`src/rtl/zimbo_mem_resp.sv`:
```
// Memory responder for the Zimbo 16-bit core: word RAM behind a req/ready port.
// Latency: capture edge k, ready high in the cycle after edge k+WAITS+1.
// Backpressure: none; the requester holds req until ready, and busy covers capture through ready.
module zimbo_mem_resp #(
    parameter int unsigned AW    = 8,
    parameter int unsigned WAITS = 2
) (
    input  logic        clk,
    input  logic        rst_n,
    input  logic        req,
    input  logic        we,
    input  logic [15:0] addrm,
    input  logic [15:0] wmdata,
    output logic [15:0] rmdata,
    output logic        ready,
    output logic        err,
    output logic        busy
);

    localparam int unsigned DEPTH = 1 << AW;

    localparam logic [1:0] S_IDLE = 2'd0;
    localparam logic [1:0] S_WAIT = 2'd1;
    localparam logic [1:0] S_RESP = 2'd2;

    // Counter is loaded with WAITS-1 so the WAIT state lasts exactly WAITS cycles.
    localparam logic [3:0] WAIT_INIT = (WAITS == 0) ? 4'd0 : 4'(WAITS - 1);

    // The wait counter is only 4 bits wide, so larger settings cannot be honoured.
    generate
        if (WAITS > 15) begin : g_bad_waits
            $error("zimbo_mem_resp: WAITS must be in 0..15");
        end
    endgenerate

    logic [1:0]  state_q, state_d;
    logic [3:0]  cnt_q, cnt_d;
    logic [15:0] addr_q, addr_d;
    logic        we_q, we_d;
    logic [15:0] wdata_q, wdata_d;

    logic [15:0] rmdata_q, rmdata_d;
    logic        ready_q, ready_d;
    logic        err_q, err_d;
    logic        busy_q, busy_d;

    logic [15:0] mem [DEPTH];

    logic        in_resp;
    logic        acc_ok;
    logic        mem_wr;
    logic [AW-1:0] word_idx;

    // Decode of the latched request: aligned and inside the RAM, no wrap-around.
    always_comb begin
        in_resp  = (state_q == S_RESP);
        acc_ok   = !addr_q[0] && ((addr_q >> (AW + 1)) == 16'd0);
        word_idx = addr_q[AW:1];
        mem_wr   = in_resp && we_q && acc_ok;
    end

    // Request sequencing: capture in IDLE, count wait states, single RESP cycle.
    always_comb begin
        state_d = state_q;
        cnt_d   = cnt_q;
        addr_d  = addr_q;
        we_d    = we_q;
        wdata_d = wdata_q;
        case (state_q)
            S_IDLE: begin
                if (req) begin
                    addr_d  = addrm;
                    we_d    = we;
                    wdata_d = wmdata;
                    if (WAITS == 0) begin
                        state_d = S_RESP;
                    end else begin
                        state_d = S_WAIT;
                        cnt_d   = WAIT_INIT;
                    end
                end
            end
            S_WAIT: begin
                // Port inputs are ignored here; the access was latched at capture.
                if (cnt_q == 4'd0) begin
                    state_d = S_RESP;
                end else begin
                    cnt_d = cnt_q - 4'd1;
                end
            end
            S_RESP: begin
                state_d = S_IDLE;
            end
            default: begin
                state_d = S_IDLE;
            end
        endcase
    end

    // Registered response outputs; rmdata only moves when a read completes.
    always_comb begin
        ready_d  = in_resp;
        err_d    = in_resp && !acc_ok;
        busy_d   = (state_q != S_IDLE) || req;
        rmdata_d = rmdata_q;
        if (in_resp && !we_q) begin
            rmdata_d = acc_ok ? mem[word_idx] : 16'h0000;
        end
    end

    // Control and output state, cleared asynchronously so an in-flight write is dropped.
    always_ff @(posedge clk or negedge rst_n) begin
        if (!rst_n) begin
            state_q  <= S_IDLE;
            cnt_q    <= 4'd0;
            addr_q   <= 16'h0000;
            we_q     <= 1'b0;
            wdata_q  <= 16'h0000;
            rmdata_q <= 16'h0000;
            ready_q  <= 1'b0;
            err_q    <= 1'b0;
            busy_q   <= 1'b0;
        end else begin
            state_q  <= state_d;
            cnt_q    <= cnt_d;
            addr_q   <= addr_d;
            we_q     <= we_d;
            wdata_q  <= wdata_d;
            rmdata_q <= rmdata_d;
            ready_q  <= ready_d;
            err_q    <= err_d;
            busy_q   <= busy_d;
        end
    end

    // RAM array keeps its contents across reset; writes commit at the end of RESP.
    always_ff @(posedge clk) begin
        if (mem_wr) begin
            mem[word_idx] <= wdata_q;
        end
    end

    assign rmdata = rmdata_q;
    assign ready  = ready_q;
    assign err    = err_q;
    assign busy   = busy_q;

endmodule

```
`config.mk`:
```
export PLATFORM = sky130hd
export DESIGN_NAME = zimbo_mem_resp
export DESIGN_NICKNAME = d
export VERILOG_FILES = /design/src/rtl/zimbo_mem_resp.sv
export SDC_FILE = /design/constraint.sdc
export NUM_CORES = 2
export LEC_CHECK = 0
export CAP_MARGIN = 20
export CORE_ASPECT_RATIO = 0.8
export CORE_MARGIN = 8
export CORE_UTILIZATION = 63
export DETAILED_ROUTE_END_ITERATION = 7
export PLACE_DENSITY = 0.79
export RECOVER_POWER = 50
export SYNTH_ARGS = -nofsm -noshare
export SYNTH_HDL_FRONTEND = slang
export SYNTH_SLANG_ARGS = --single-unit
```
`constraint.sdc`:
```
create_clock -name clk -period 4.6 [get_ports clk]
set_input_delay 1.38 -clock clk [delete_from_list [all_inputs] [get_ports clk]]
set_output_delay 1.38 -clock clk [all_outputs]
set_load 0.02 [all_outputs]
```
==> results.toml <==
[yosys]
yosysUniqueCellTypes = 65
syn_avg_cell_area_um2 = 20.9
synth_ff_type = "edfxtp_1"
ys_seq_area_share_pct = 77.9
synth_top_area_share_pct = 77.0
ys.warnings.count = 0
synth-edff-count = 4096
syn_inst = 7649
synth_fp_nets = 7687
synth-async-reset-ratio_pct = 1.40
synth.largest_area_cell = "edfxtp_1"
ys_ff_latch = 4154
synth_area_mm2 = 0.160
synth_area_leaders = "edfxtp_1, mux4_2, mux2i_1"

[power]
seq_power_share_pct = 43.2
internal-power_mw = 77.1
ir_drop_uv = 795
p_switching_mw = 38.6
powerDensity_mw_per_mm2 = 646
p_clk_share_pct = 27.3
leakage_nw = 57.5
p_sw_share_pct = 33.3
power_frac_comb_pct = 29.5

[timing]
fin_setup_tns_ns = -1.55
hold_viol = 0
drv_slew = 3549
min_period_ns = 4.65
setup_slack_ns = -0.0519
worst_pin_slew_ns = 3.98
fin_crit_sh_pct = 101
max_freq_mhz = 215
rsz0062_at_grt = "false"
finalClockSkew_ns = 0.0628
setup_viol = 54
max_slew_margin_pct = -165

[clocking]
cts_tree = "yes"
cts_buffers = 376
cts-root-buf = "clkbuf_16"
clkTransAtPathRegs_ns = 0.06
insertion_delay_ns = 0.92
cts.hold.buffers_added = 0
clock_sinks = 4154
htree_levels = 5
clockBufferDepth = 4
post_cts_buffers = 0

[outcome]
outcome = "finished with violations"
violations = "max-capacitance violations, max-slew violations, negative setup slack"

[floorplan]
die-area_mm2 = 0.270
die_h_um = 466
io_pins = 55
dieWidth_um = 579
rows = 165
coreArea_mm2 = 0.252
start_util_pct = 63.3

[layout]
final_cell_mix = "edfxtp_1, mux4_2, mux2i_1"
final_common_cell = "edfxtp_1"
drive_gt1_share_pct = 22.7
finalNetCount = 8182
post-route-util_pct = 70.9
final_cells = 11789
syn_to_final_growth_pct = 12.0

[grt]
grt_pass1_wl_mm = 615
antenna_found_initial = 12
gr-total-overflow = 0
grt_usage_pct = 31.9
grt_pass1_vias = 83270
grt_max_degree = 187

[routing]
vias_per_cell = 7.27
vias = 85681
routedWlPerCell_um = 37.1
drt_iter0_markers = 16369
firstDrtPassIters = 7
antenna_left = 0
drt-total-wl_mm = 437
drcViolationCount = 0

[hold_path]
min_from = "addr_q[9]"
hold_end = "addr_q[9]"
hold_path.class = "register to register"
holdPathStages = 1

[worst_setup_path]
critPathKind = "register to register"
crit_buf_inv = 1
rrSetupSlack_ns = -0.05
critPathSlowestCell = "dfrtp_1"
ff2ff_path_depth = 1
critical-path-max-stage-delay_ns = 2.77
cp_data_arrival_time_ns = 5.19
required_ns = 5.14
path_cells = "clkbuf_4"
endpoint_kind = "register"
worstPathMaxFanout = 77
reg2reg_from = "wdata_q[6]"
critPathTopFamily = "flip-flops"
critPathLaunchType = "register"
rr_endpoint = "mem[52][6]"

[placed_design]
placedCellCount = 11105
place.gp.congestion = 0.928
port_buffers = 54
dp_hpwl_mm = 253
place_ws_ns = 0.0511

[run]
maxCapViolCount = 41
-- sequential cells by signal, summed over array words and instances (netlist names) --
signal	flops
we_q	1
rmdata	16
mem	4096
addr_q	16
busy	1
state_q	2
err	1
wdata_q	16
cnt_q	4
ready	1
-- cells in the mapped netlist, types with 32 or more instances --
library cell and instances:
edfxtp_1 4096, mux4_2 763, mux2i_1 570, nor2_1 319, a22oi_1 226, clkbuf_1 180
nand2_1 180, nand3_1 173, buf_2 166, o22ai_1 99, a21oi_1 82, buf_4 79
nand4_1 76, dfrtp_1 58, mux2_2 58, o21ai_0 57, a31oi_1 51, a22o_1 47
a221oi_1 33, a32oi_1 32, and3_1 32, buf_1 32
-- through the flow --
stage / total power [mW] / hold WS [ns] / cell area (um^2)
final: 116 / 0.519 / 179000
after global routing: 118 / 0.537 / 179000
after CTS: 114 / 0.515 / 179000
after detailed placement: 83.2 / 0.499 / 167000
after global placement: 82.2 / 0.477 / 167000
after floorplan: 70.3 / 0.462 / 160000
-- worst max path at each step --
stage	from	to	slack (ns)	cells after the start
after floorplan	wdata_q[0]	mem[0][0]	0.62	0
after CTS	addr_q[2]	rmdata[0]	0.002	10
final	wdata_q[6]	mem[52][6]	-0.05	1
after global placement	addr_q[2]	rmdata[0]	0.20	10
after detailed placement	addr_q[2]	rmdata[0]	0.05	10
after global routing	addr_q[2]	rmdata[2]	0.01	8
-- repair_timing --
action,CTS,global route
endpoints found under the setup margin,0,4
resized for setup,0,4
hold endpoints to repair,0,0
-- cells by family (layout without fill, tap and decap cells) --
logic type	count (synthesis)	after routing	synth area share (%)
buffers and inverters	480	1264	1.51
and+or+nand+nor	881	881	2.55
other	0	16	0
adders and majority gates	2	2	0.0157
DFF	4154	4154	77.9
muxes	1391	1391	14.7
xor gates and xnor gates	2	2	0.0110
AOI/OAI and AO/OA	739	739	3.29
-- power groups by stage --
stage,Sequential (mW),Clock [mW],Combinational [mW]
after CTS,49.3,31.6,33.5
after floorplan,52.4,0,17.8
after global placement,50.0,0,32.2
after global routing,50.0,32.9,34.8
after detailed placement,50.1,0,33.0
final,50.0,31.6,34.1
-- per-layer routing --
| layer | share of wire, % | global-route usage, % |
|---|---|---|
| met4 | 5.0 | 12.6 |
| met1 | 34 | 45.7 |
| met3 | 16 | 9.63 |
| met5 | 0.0091 | 0 |
| met2 | 44 | 46.9 |
-- layout make-up --
class,count,area (um^2)
tap,3340,4180
clock buffer,450,9810
clock inverter,217,2320
sequential,4154,124000
antenna,16,40.0
multi-input combinational,3015,33100
fill,13797,73500
inverter,9,38.8
timing repair buffer,588,5030
No activity file was read; power rests on OpenSTA's default activity.
